$ cat src/rtl/sprite_line_fetch.sv
// sprite_line_fetch: consumes the selector's per-line slot buffer, re-reads each
// selected OAM entry, fetches the matching 16-pixel pattern row and writes the
// visible, non-transparent pixels into the line buffer after clearing it.
module sprite_line_fetch #(
  parameter int MAX_OBJ_PER_LINE = 32,
  parameter int OAM_ADDR_SIZE    = 6,
  parameter int LINE_WIDTH       = 640
) (
  input  logic                                         clk_i,
  input  logic                                         rst_ni,
  input  logic                                         line_prepared_i,
  input  logic [MAX_OBJ_PER_LINE-1:0][OAM_ADDR_SIZE:0] buffer_array_i,
  input  logic [9:0]                                   sy_i,
  output logic [OAM_ADDR_SIZE-1:0]                     oam_addr_o,
  input  logic [31:0]                                  oam_data_i,
  output logic [11:0]                                  spr_addr_o,
  input  logic [63:0]                                  spr_data_i,
  output logic                                         lb_we_o,
  output logic [9:0]                                   lb_addr_o,
  output logic [4:0]                                   lb_data_o,
  output logic                                         line_done_o
);

  localparam int SLOT_W = $clog2(MAX_OBJ_PER_LINE);
  localparam logic [SLOT_W-1:0] SLOT_LAST  = SLOT_W'(MAX_OBJ_PER_LINE - 1);
  localparam logic [9:0]        CLEAR_LAST = 10'(LINE_WIDTH - 1);
  localparam logic [10:0]       LINE_END   = 11'(LINE_WIDTH);

  typedef enum logic [2:0] {
    IDLE, CLEAR, SCAN, OAM_WAIT, PAT_WAIT, DRAW, DONE
  } state_e;

  state_e                   state_q;
  logic                     lp_q, lp_prev_q;
  logic [9:0]               clr_cnt_q;
  logic [SLOT_W-1:0]        slot_q;
  logic [3:0]               pix_idx_q;
  logic [9:0]               xpos_q;
  logic                     xflip_q;
  logic                     prio_q;
  logic [63:0]              pat_q;
  logic [OAM_ADDR_SIZE-1:0] oam_addr_q;
  logic [11:0]              spr_addr_q;
  logic                     lb_we_q;
  logic [9:0]               lb_addr_q;
  logic [4:0]               lb_data_q;
  logic                     line_done_q;

  // Decode of the current slot, the OAM word and the pixel being drawn.
  logic [OAM_ADDR_SIZE:0]   slot_entry;
  logic                     slot_valid;
  logic [OAM_ADDR_SIZE-1:0] slot_oam;
  logic [9:0]               row;
  logic [3:0]               row_eff;
  logic                     on_line;
  logic [11:0]              pat_addr;
  logic [3:0]               pix_sel;
  logic [3:0]               pix;
  logic [10:0]              draw_x;
  logic                     draw_we;
  logic                     start_edge;
  state_e                   adv_state;

  assign slot_entry = buffer_array_i[slot_q];
  assign slot_valid = slot_entry[0];
  assign slot_oam   = slot_entry[OAM_ADDR_SIZE:1];

  // Rows above the sprite wrap to large values, so one unsigned test covers both sides.
  assign row        = sy_i - oam_data_i[27:18];
  assign row_eff    = oam_data_i[28] ? (4'd15 - row[3:0]) : row[3:0];
  assign on_line    = oam_data_i[31] && (row[9:4] == 6'd0);
  assign pat_addr   = {oam_data_i[7:0], row_eff};

  assign pix_sel    = xflip_q ? (4'd15 - pix_idx_q) : pix_idx_q;
  assign pix        = pat_q[{pix_sel, 2'b00} +: 4];
  // 11-bit x so pixels past the right edge are dropped instead of wrapping to 0.
  assign draw_x     = {1'b0, xpos_q} + {7'd0, pix_idx_q};
  assign draw_we    = (pix != 4'd0) && (draw_x < LINE_END);

  assign start_edge = lp_q && !lp_prev_q;
  assign adv_state  = (slot_q == '0) ? DONE : SCAN;

  // The memories sample their address at the end of the requesting state, so the
  // addresses are presented combinationally there and held afterwards.
  assign oam_addr_o  = (state_q == SCAN && slot_valid) ? slot_oam : oam_addr_q;
  assign spr_addr_o  = (state_q == OAM_WAIT && on_line) ? pat_addr : spr_addr_q;
  assign lb_we_o     = lb_we_q;
  assign lb_addr_o   = lb_addr_q;
  assign lb_data_o   = lb_data_q;
  assign line_done_o = line_done_q;

  // Line sequencer: clear pass, descending slot walk, per-sprite fetch and draw.
  always_ff @(posedge clk_i or negedge rst_ni) begin
    if (!rst_ni) begin
      state_q     <= IDLE;
      lp_q        <= 1'b0;
      lp_prev_q   <= 1'b0;
      clr_cnt_q   <= '0;
      slot_q      <= '0;
      pix_idx_q   <= '0;
      xpos_q      <= '0;
      xflip_q     <= 1'b0;
      prio_q      <= 1'b0;
      pat_q       <= '0;
      oam_addr_q  <= '0;
      spr_addr_q  <= '0;
      lb_we_q     <= 1'b0;
      lb_addr_q   <= '0;
      lb_data_q   <= '0;
      line_done_q <= 1'b0;
    end else begin
      lp_q      <= line_prepared_i;
      lp_prev_q <= lp_q;
      lb_we_q   <= 1'b0;
      if (state_q != IDLE && !lp_q) begin
        // Selector withdrew the line: stop immediately, nothing more is written.
        state_q     <= IDLE;
        line_done_q <= 1'b0;
      end else begin
        case (state_q)
          IDLE: begin
            if (start_edge) begin
              state_q     <= CLEAR;
              clr_cnt_q   <= '0;
              line_done_q <= 1'b0;
            end
          end
          CLEAR: begin
            lb_we_q   <= 1'b1;
            lb_addr_q <= clr_cnt_q;
            lb_data_q <= '0;
            if (clr_cnt_q == CLEAR_LAST) begin
              state_q <= SCAN;
              slot_q  <= SLOT_LAST;
            end else begin
              clr_cnt_q <= clr_cnt_q + 10'd1;
            end
          end
          SCAN: begin
            if (slot_valid) begin
              oam_addr_q <= slot_oam;
              state_q    <= OAM_WAIT;
            end else begin
              slot_q  <= slot_q - SLOT_W'(1);
              state_q <= adv_state;
            end
          end
          OAM_WAIT: begin
            if (on_line) begin
              spr_addr_q <= pat_addr;
              xpos_q     <= oam_data_i[17:8];
              xflip_q    <= oam_data_i[29];
              prio_q     <= oam_data_i[30];
              state_q    <= PAT_WAIT;
            end else begin
              slot_q  <= slot_q - SLOT_W'(1);
              state_q <= adv_state;
            end
          end
          PAT_WAIT: begin
            pat_q     <= spr_data_i;
            pix_idx_q <= '0;
            state_q   <= DRAW;
          end
          DRAW: begin
            lb_we_q <= draw_we;
            if (draw_we) begin
              lb_addr_q <= draw_x[9:0];
              lb_data_q <= {prio_q, pix};
            end
            pix_idx_q <= pix_idx_q + 4'd1;
            if (pix_idx_q == 4'd15) begin
              slot_q  <= slot_q - SLOT_W'(1);
              state_q <= adv_state;
            end
          end
          DONE: begin
            line_done_q <= 1'b1;
            if (start_edge) begin
              state_q     <= CLEAR;
              clr_cnt_q   <= '0;
              line_done_q <= 1'b0;
            end
          end
          default: state_q <= IDLE;
        endcase
      end
    end
  end

endmodule

$ cat config.mk
export PLATFORM = sky130hd
export DESIGN_NAME = sprite_line_fetch
export DESIGN_NICKNAME = d
export VERILOG_FILES = /design/src/rtl/sprite_line_fetch.sv
export SDC_FILE = /design/constraint.sdc
export NUM_CORES = 1
export LEC_CHECK = 0
export ABC_AREA = 1
export CORE_ASPECT_RATIO = 1.75
export CORE_MARGIN = 10
export CORE_UTILIZATION = 45
export CTS_CLUSTER_DIAMETER = 120
export DETAILED_ROUTE_END_ITERATION = 12
export PLACE_DENSITY = 0.88
export SYNTH_ARGS = -nofsm -noshare
export SYNTH_HDL_FRONTEND = slang
export SYNTH_SLANG_ARGS = --single-unit
$ cat constraint.sdc
create_clock -name clk_i -period 2.9 [get_ports clk_i]
set_input_delay 0.435 -clock clk_i [delete_from_list [all_inputs] [get_ports clk_i]]
set_output_delay 0.435 -clock clk_i [all_outputs]
set_load 0.005 [all_outputs]
==> results of run 1 <==
## per-stage QoR
step,util [%],worst slack (ns),power [mW],area (sq um),std cells
2_1_floorplan,-,0.121,6.40,9470,1429
3_3_place_gp,66.5,-0.789,8.83,13900,2055
3_5_place_dp,66.5,-0.860,9.02,13900,2055
4_1_cts,71.7,-0.0485,11.5,14900,2102
5_1_grt,73.0,-0.216,12.6,15200,2114
6_report,73.0,-0.0583,11.8,15200,2114
## area by class of cell
cell class	instances	area (sq um)	share of cell area, %
well taps	252	315	2.07
clock buffers	20	457	3.00
flip-flops and latches	135	3380	22.2
clock inverters	12	101	0.666
diodes	4	10.0	0.0658
repair buffers	478	4650	30.6
multi-input cells	1080	5790	38.1
inverters	133	509	3.35
## flip-flops by register name, indices dropped and copies added, names as in the netlist, 4 cells and up
signal,count
pat_q,64
oam_addr_q,6
slot_q,5
spr_addr_q,12
pix_idx_q,4
lb_data_o,5
xpos_q,10
lb_addr_o,10
clr_cnt_q,10
## power breakdown
group	switching [mW]	internal, mW
sequential	0.338	2.48
combinational	4.05	2.88
clock	0.834	1.22
total	5.22	6.58
## worst register-to-register path: cells and delay by family (launching register included)
family | cells | cell delay (ns)
simple gates | 9 | 1.00
fa+ha+maj | 2 | 0.70
flops | 1 | 0.44
compound gates | 1 | 0.24
xor+xnor | 1 | 0.19
## what timing repair did
item,CTS,global route
cloned,6,0
pin swaps,65,44
hold buffers,1,0
hold endpoints to repair,43,0
resized for setup,239,76
endpoints found under the setup margin,18,44
buffers inserted,11,8
## path summary, 6_finish.rpt
path	end	slack (ns)	depth (start not counted)
max	spr_addr_o[0]	-0.06	15
min	lp_prev_q	0.44	0
max reg2reg	lb_addr_o[9]	0.19	13
min reg2reg	lp_prev_q	0.44	0
max in group asynchronous	xpos_q[7]	1.47	3
min in group asynchronous	pat_q[7]	0.54	2
## synthesized netlist by cell type
cell                       count
sky130_fd_sc_hd__o31ai_1       3
sky130_fd_sc_hd__nor4_1        2
sky130_fd_sc_hd__buf_4         4
sky130_fd_sc_hd__clkinv_1      1
sky130_fd_sc_hd__xor2_2        1
sky130_fd_sc_hd__buf_1         2
sky130_fd_sc_hd__xnor2_1       8
sky130_fd_sc_hd__and3b_1       1
sky130_fd_sc_hd__nor2_2        3
sky130_fd_sc_hd__o21bai_1      1
sky130_fd_sc_hd__a21oi_2       1
sky130_fd_sc_hd__or2_2         1
sky130_fd_sc_hd__nand3b_1      1
sky130_fd_sc_hd__fa_1          2
sky130_fd_sc_hd__nor3_2        1
sky130_fd_sc_hd__buf_6         6
sky130_fd_sc_hd__and2_1        1
sky130_fd_sc_hd__nand2_1     362
sky130_fd_sc_hd__inv_1       129
sky130_fd_sc_hd__nor3_1        4
sky130_fd_sc_hd__clkbuf_1     57
sky130_fd_sc_hd__a22o_1        1
sky130_fd_sc_hd__ha_1         17
sky130_fd_sc_hd__and3_1        1
sky130_fd_sc_hd__o21ai_0     219
sky130_fd_sc_hd__xnor2_2       2
sky130_fd_sc_hd__nor2_1      177
sky130_fd_sc_hd__nand3_1     138
sky130_fd_sc_hd__a21oi_1      33
sky130_fd_sc_hd__a31oi_1       1
sky130_fd_sc_hd__o221ai_1     19
sky130_fd_sc_hd__nand4_1      18
sky130_fd_sc_hd__buf_2        12
sky130_fd_sc_hd__inv_2         3
sky130_fd_sc_hd__a21boi_0      1
sky130_fd_sc_hd__o22ai_1      32
sky130_fd_sc_hd__dfrtp_1     135
sky130_fd_sc_hd__nand2_4       2
sky130_fd_sc_hd__o211ai_1      9
sky130_fd_sc_hd__nand2_2       8
sky130_fd_sc_hd__xor2_1       10
## per-layer routing
metal,vias up,global-route usage [%],share of wire (%)
met2,723,52.2,52
met4,0,20.8,7.9
li1,5568,-,-
met5,-,0,0
met3,222,8.34,8.4
met1,5547,27.8,32
## cells by family (layout without fill, tap and decap cells)
| family | after synthesis | count (layout) | share of synthesized area (%) |
|---|---|---|---|
| flip-flops | 135 | 135 | 35.7 |
| AND/OR/NAND/NOR | 720 | 720 | 31.6 |
| XOR/XNOR | 21 | 21 | 2.18 |
| adder cells (fa/ha/maj) | 19 | 19 | 2.67 |
| other | 0 | 4 | 0 |
| buffers and inverters | 214 | 643 | 9.28 |
| AO/OA/AOI/OAI | 320 | 320 | 18.6 |
==> impl_metrics.prom, run 1 <==
# TYPE chip_impl_metric gauge
chip_impl_metric{name="final_antenna_net_count",unit=""} 0
chip_impl_metric{name="numCtsBuffers",unit=""} 17
chip_impl_metric{name="via_count_of_the_first_global_routing_pass",unit=""} 12300
chip_impl_metric{name="design.die.area",unit="sq mm"} 0.0275
chip_impl_metric{name="leakage",unit="nW"} 6.83
chip_impl_info{name="synth_largest_area_cell",value="sky130_fd_sc_hd__dfrtp_1"} 1
chip_impl_info{name="worst_hold_startpoint",value="lp_q"} 1
chip_impl_info{name="most_used_cells_in_the_layout_excluding_fill_and_tap_cells",value="sky130_fd_sc_hd__nand2_1, sky130_fd_sc_hd__clkdlybuf4s50_1, sky130_fd_sc_hd__o21ai_0"} 1
chip_impl_info{name="path_class",value="input port to output port"} 1
chip_impl_metric{name="routedWlPerCell",unit="microns"} 19.9
chip_impl_metric{name="layout.filler_cells",unit=""} 1515
chip_impl_metric{name="design.portCount",unit=""} 368
chip_impl_metric{name="dp_hpwl",unit="mm"} 31.5
chip_impl_metric{name="route.final.wire_length",unit="mm"} 42.2
chip_impl_metric{name="dr_total_vias",unit=""} 12100
chip_impl_metric{name="initial_utilization",unit="%"} 45.4
chip_impl_metric{name="gp_congestion",unit=""} 0.955
chip_impl_metric{name="slowest_delay",unit="ns"} 0.38
chip_impl_metric{name="avgSynthCellArea",unit="sq um"} 6.63
chip_impl_metric{name="share_of_yosys_cell_area_claimed_by_the_top_area_cell_type",unit="%"} 35.7
chip_impl_metric{name="grt_antenna_before_repair",unit=""} 4
chip_impl_metric{name="detailedRoute.firstPassIterationCount",unit=""} 7
chip_impl_metric{name="cp_max_fo",unit=""} 6
chip_impl_metric{name="grt_first_pass_wirelength",unit="mm"} 63.6
chip_impl_metric{name="finish.net_count",unit=""} 2197
chip_impl_info{name="tritoncts",value="built"} 1
chip_impl_metric{name="insertion_delay",unit="ns"} 0.42
chip_impl_metric{name="max_cap_viols",unit=""} 0
chip_impl_metric{name="h_tree_depth",unit=""} 4
chip_impl_metric{name="timing.setup.tns",unit="ns"} -0.177
chip_impl_info{name="path_cells",value="buf_6 > inv_4 > ha_4 > fa_2 > inv_2 > nand3_4 > nand3_2 > nand2_1 > nand2_2 > nand2_2 > nor3_4 > nand3_4 > buf_8 > a21oi_2 > buf_2"} 1
chip_impl_metric{name="clock_transition_at_the_registers_of_the_reported_paths",unit="ns"} 0.06
chip_impl_metric{name="max_freq",unit="GHz"} 0.338
chip_impl_metric{name="vdd_ir_drop_max",unit="mV"} 0.474
chip_impl_metric{name="remaining_drc_errors",unit=""} 0
chip_impl_metric{name="setup_viol_count_final",unit=""} 9
chip_impl_metric{name="drive_above_1_share",unit="%"} 16.3
chip_impl_info{name="grt_setup_unrepaired",value="true"} 1
chip_impl_metric{name="ys.warnings.count",unit=""} 0
chip_impl_info{name="startpoint_type",value="input port"} 1
chip_impl_metric{name="die-width",unit="microns"} 130
chip_impl_info{name="hold_class",value="flop to flop"} 1
chip_impl_metric{name="grt.total_usage",unit="%"} 29.3
chip_impl_metric{name="slew_headroom",unit="%"} 57.9
chip_impl_metric{name="netlist-cell-type-count",unit=""} 41
chip_impl_metric{name="finalHoldWorstSlack",unit="ns"} 0.439
chip_impl_metric{name="mappedNetlistArea",unit="sq mm"} 0.00947
chip_impl_metric{name="drt_via_density",unit=""} 5.70
chip_impl_info{name="crit_path_top_delay_cell",value="sky130_fd_sc_hd__fa_2"} 1
chip_impl_metric{name="ffs_latches_synth",unit=""} 135
chip_impl_metric{name="hold_viol_final",unit=""} 0
chip_impl_metric{name="sequential_cell_area_fraction_in_the_yosys_report",unit="%"} 35.7
chip_impl_metric{name="timing.final.max_slew_violations",unit=""} 0
chip_impl_info{name="critPathTopFamily",value="simple AND/OR/NAND/NOR gates"} 1
chip_impl_metric{name="maximum_number_of_pins_on_one_net_before_global_route_repair",unit=""} 58
chip_impl_metric{name="area_growth",unit="%"} 60.7
chip_impl_metric{name="dr.first_iter.drc_count",unit=""} 1130
chip_impl_metric{name="overflow",unit=""} 0
chip_impl_metric{name="cellPowerDensity",unit="mW/mm^2"} 775
chip_impl_info{name="outcome",value="complete, but fails checks"} 1
chip_impl_metric{name="synth_nets",unit=""} 1781
chip_impl_metric{name="worstMarginPinSlew",unit="ns"} 0.628
chip_impl_metric{name="port-buffer-count",unit=""} 367
chip_impl_metric{name="chip_height",unit="microns"} 212
chip_impl_metric{name="postSynthCellCount",unit=""} 1429
chip_impl_info{name="failed_checks",value="negative setup slack"} 1
chip_impl_info{name="cp-startpoint",value="sy_i[0]"} 1
chip_impl_metric{name="floorplan.rows",unit=""} 70
chip_impl_metric{name="clock_sink_total",unit=""} 135
chip_impl_info{name="ctsRootBufferMaster",value="sky130_fd_sc_hd__clkbuf_16"} 1
chip_impl_metric{name="wp_data_required",unit="ns"} 2.47
chip_impl_info{name="final_common_cell",value="sky130_fd_sc_hd__nand2_1"} 1
chip_impl_metric{name="finalClockSkew",unit="ns"} 0.0113
chip_impl_metric{name="post-route-period-util",unit="%"} 102
chip_impl_info{name="cp-end-kind",value="output port"} 1
chip_impl_metric{name="clock_tree.buffer_depth",unit=""} 2
chip_impl_info{name="dominant_cells_by_area_after_synthesis",value="sky130_fd_sc_hd__dfrtp_1, sky130_fd_sc_hd__nand2_1, sky130_fd_sc_hd__o21ai_0"} 1
chip_impl_metric{name="timing.final.crit_period",unit="ns"} 2.96
chip_impl_metric{name="coreArea",unit="sq mm"} 0.0208
chip_impl_metric{name="worst_ep_arrival_time",unit="ns"} 2.52
chip_impl_info{name="reg2reg_from",value="pix_idx_q[0]"} 1
chip_impl_metric{name="post-route-worst-setup-slack",unit="ns"} -0.0583
chip_impl_metric{name="cp_num_buf_inv",unit=""} 5
(Power assumes the default switching activity.)
==> run 2, diff against run 1 <==
--- a/config.mk
+++ b/config.mk
@@ -6,12 +6,13 @@
 export NUM_CORES = 1
 export LEC_CHECK = 0
 export ABC_AREA = 1
+export ABC_CLOCK_PERIOD_IN_PS = 3600
 export CORE_ASPECT_RATIO = 1.75
 export CORE_MARGIN = 10
-export CORE_UTILIZATION = 45
+export CORE_UTILIZATION = 49
 export CTS_CLUSTER_DIAMETER = 120
 export DETAILED_ROUTE_END_ITERATION = 12
-export PLACE_DENSITY = 0.88
+export PLACE_DENSITY = 0.94
 export SYNTH_ARGS = -nofsm -noshare
 export SYNTH_HDL_FRONTEND = slang
 export SYNTH_SLANG_ARGS = --single-unit
==> constraint.sdc (replaced) <==
create_clock -name clk_i -period 3.6 [get_ports clk_i]
set_input_delay 0.54 -clock clk_i [delete_from_list [all_inputs] [get_ports clk_i]]
set_output_delay 0.54 -clock clk_i [all_outputs]
set_load 0.005 [all_outputs]
==> run 2 against run 1 <==
  * The run now ends clean
  * Critical path depth unchanged
  * Sequential share of layout area up 1.0 points
  * Utilization up 3.1 points
  * First-iteration DRC count up 5.0%
  * Via count down 2.5%
  * Largest cell class unchanged
==> impl_metrics.prom, run 2 (synthesis results as in run 1) <==
# TYPE chip_impl_metric gauge
chip_impl_metric{name="detailedRoute.firstPassIterationCount",unit=""} 6
chip_impl_info{name="ctsRootBufferMaster",value="sky130_fd_sc_hd__clkbuf_16"} 1
chip_impl_metric{name="largest_register_ff_count",unit=""} 64
chip_impl_metric{name="coreArea",unit="sq mm"} 0.0191
chip_impl_metric{name="final_antenna_net_count",unit=""} 0
chip_impl_metric{name="clock_sink_total",unit=""} 135
chip_impl_metric{name="insertion_delay",unit="ns"} 0.42
chip_impl_metric{name="wp_data_required",unit="ns"} 3.06
chip_impl_metric{name="clock_tree.buffer_depth",unit=""} 2
chip_impl_metric{name="floorplan.rows",unit=""} 67
chip_impl_metric{name="post-layout-total-power",unit="mW"} 8.90
chip_impl_metric{name="routedWlPerCell",unit="microns"} 20.1
chip_impl_metric{name="power.internal",unit="mW"} 4.95
chip_impl_metric{name="max_cap_viols",unit=""} 0
chip_impl_metric{name="chip_height",unit="microns"} 204
chip_impl_metric{name="total_switching_power",unit="mW"} 3.94
chip_impl_metric{name="dr.first_iter.drc_count",unit=""} 1187
chip_impl_metric{name="cellPowerDensity",unit="mW/mm^2"} 611
chip_impl_info{name="cp-end-kind",value="output port"} 1
chip_impl_metric{name="timing.final.crit_period",unit="ns"} 3.59
chip_impl_metric{name="design.die.area",unit="sq mm"} 0.0255
chip_impl_metric{name="postLayoutCellArea",unit="sq mm"} 0.0145
chip_impl_metric{name="vdd_ir_drop_max",unit="mV"} 0.510
chip_impl_metric{name="dr_total_vias",unit=""} 11800
chip_impl_metric{name="die-width",unit="microns"} 125
chip_impl_metric{name="finalHoldWorstSlack",unit="ns"} 0.202
chip_impl_info{name="most_used_cells_in_the_layout_excluding_fill_and_tap_cells",value="sky130_fd_sc_hd__nand2_1, sky130_fd_sc_hd__clkdlybuf4s50_1, sky130_fd_sc_hd__o21ai_0"} 1
chip_impl_metric{name="design.portCount",unit=""} 368
chip_impl_metric{name="dp_hpwl",unit="mm"} 31.3
chip_impl_metric{name="r2r_slack",unit="ns"} 0.73
chip_impl_metric{name="grt_antenna_before_repair",unit=""} 4
chip_impl_info{name="path_cells",value="clkdlybuf4s50_1 > inv_1 > ha_1 > nand2_1 > nor2_2 > nand2_1 > nand3_1 > nand2_1 > nand2_1 > nand3_1 > nor2_4 > nand3_4 > buf_12 > a21oi_1 > dlygate4sd2_1"} 1
chip_impl_metric{name="gp_congestion",unit=""} 0.958
chip_impl_metric{name="share_comb_of_total_power",unit="%"} 55.1
chip_impl_info{name="tritoncts",value="built"} 1
chip_impl_metric{name="finish.net_count",unit=""} 2157
chip_impl_metric{name="maximum_number_of_pins_on_one_net_before_global_route_repair",unit=""} 98
chip_impl_info{name="hold_class",value="input port to asynchronous set/reset pin"} 1
chip_impl_metric{name="remaining_drc_errors",unit=""} 0
chip_impl_info{name="register_with_the_most_flip_flops",value="pat_q"} 1
chip_impl_info{name="startpoint_type",value="input port"} 1
chip_impl_metric{name="share_clk_of_total_power",unit="%"} 19.2
chip_impl_metric{name="hold_viol_final",unit=""} 0
chip_impl_metric{name="grt.total_usage",unit="%"} 30.5
chip_impl_metric{name="clock_transition_at_the_registers_of_the_reported_paths",unit="ns"} 0.06
chip_impl_info{name="final_common_cell",value="sky130_fd_sc_hd__nand2_1"} 1
chip_impl_metric{name="cp_max_fo",unit=""} 8
chip_impl_info{name="path_class",value="input port to output port"} 1
chip_impl_metric{name="setup_viol_count_final",unit=""} 0
chip_impl_info{name="crit_path_top_delay_cell",value="sky130_fd_sc_hd__clkdlybuf4s50_1"} 1
chip_impl_info{name="reg_top3",value="pat_q (64), spr_addr_q (12)"} 1
chip_impl_metric{name="via_count_of_the_first_global_routing_pass",unit=""} 12100
chip_impl_metric{name="grt_first_pass_wirelength",unit="mm"} 62.8
chip_impl_metric{name="slew_headroom",unit="%"} 33.7
chip_impl_info{name="outcome",value="finished clean"} 1
chip_impl_metric{name="area_growth",unit="%"} 53.7
chip_impl_metric{name="port-buffer-count",unit=""} 367
chip_impl_metric{name="numCtsBuffers",unit=""} 17
chip_impl_metric{name="worstMarginPinSlew",unit="ns"} 0.989
chip_impl_metric{name="post_dp_cell_area",unit="sq mm"} 0.0136
chip_impl_metric{name="max_freq",unit="GHz"} 0.278
chip_impl_metric{name="sw_frac_of_total",unit="%"} 44.3
chip_impl_metric{name="cts_hold_buffers",unit=""} 0
chip_impl_metric{name="leakage",unit="nW"} 6.54
chip_impl_metric{name="drt_via_density",unit=""} 5.70
chip_impl_metric{name="overflow",unit=""} 0
chip_impl_metric{name="seq_power_share",unit="%"} 25.7
chip_impl_metric{name="finalClockSkew",unit="ns"} 0.00957
chip_impl_metric{name="post-route-period-util",unit="%"} 99.8
chip_impl_metric{name="drive_above_1_share",unit="%"} 10.2
chip_impl_info{name="timing.critical_path.mode_cell",value="sky130_fd_sc_hd__nand2_1"} 1
chip_impl_metric{name="worst_ep_arrival_time",unit="ns"} 3.05
chip_impl_metric{name="slowest_delay",unit="ns"} 0.53
chip_impl_metric{name="h_tree_depth",unit=""} 4
chip_impl_metric{name="initial_utilization",unit="%"} 49.5
chip_impl_metric{name="timing.final.max_slew_violations",unit=""} 0
chip_impl_metric{name="route.final.wire_length",unit="mm"} 41.5
==> run 2: changes by cell type in the layout (fill, tap and decap cells not counted), sizes merged, moves of 2 or more <==
cell,delta
clkinvlp,-2
buf,-53
clkbuf,+4
clkdlybuf4s50,+22
clkdlybuf4s15,-4
dlygate4sd2,-5
clkinv,-2
==> run 2: area by class of cell <==
| cell class | instances | area, sq um |
|---|---|---|
| diodes | 5 | 12.5 |
| clock buffers | 23 | 478 |
| clock inverters | 9 | 98.8 |
| fillers | 1372 | 4560 |
| inverters | 133 | 503 |
| multi-input cells | 1080 | 5500 |
| flip-flops and latches | 135 | 3380 |
| well taps | 241 | 302 |
| repair buffers | 438 | 4280 |
==> run 2: final timing paths <==
kind,startpoint,end,cells past startpoint
max,oam_data_i[19],spr_addr_o[4],15
min,rst_ni,pat_q[0],1
max reg2reg,xflip_q,lb_data_o[1],15
min reg2reg,lp_q,lp_prev_q,0
max in group asynchronous,rst_ni,xpos_q[6],2
min in group clk_i,lp_q,lp_prev_q,0
==> run 2: critical path, delay by kind of cell <==
kind            cells  cell delay [ns]
simple gates        9             0.95
buf+inv             4             1.04
compound gates      1             0.18
fa+ha+maj           1             0.32
==> run 2: metrics by stage <==
stage / TNS, ns / setup slack, ns / cells / util [%]
2_1_floorplan: 0 / 0.611 / 1429 / -
3_3_place_gp: -3.54 / -0.312 / 2012 / 70.9
3_5_place_dp: -4.69 / -0.481 / 2012 / 70.9
4_1_cts: -0.185 / -0.0530 / 2055 / 74.7
5_1_grt: -1.14 / -0.135 / 2063 / 76.1
6_report: 0 / 0.00855 / 2064 / 76.1
==> run 2: layer usage <==
| layer | track usage, % | up-vias | wire [microns] |
|---|---|---|---|
| met4 | 20.8 | 0 | 2790 |
| met1 | 28.5 | 5406 | 13300 |
| met2 | 56.0 | 693 | 21900 |
| li1 | - | 5484 | - |
| met3 | 8.62 | 175 | 3490 |
| met5 | 0 | - | 0 |
==> run 2: power by group through the flow <==
stage          registers [mW]  logic, mW  clock network (mW)
5_1_grt                  2.34       5.35                1.78
3_5_place_dp             2.29       4.64                   0
3_3_place_gp             2.27       4.52                   0
6_report                 2.29       4.90                1.71
2_1_floorplan            2.17       2.99                   0
4_1_cts                  2.28       4.73                1.72
==> run 2: timing repair <==
action,in CTS,in global routing
hold endpoints to repair,0,0
resized for setup,32,83
endpoints found under the setup margin,18,18
pin swaps,2,20
setup buffers,10,4
cloned,1,0
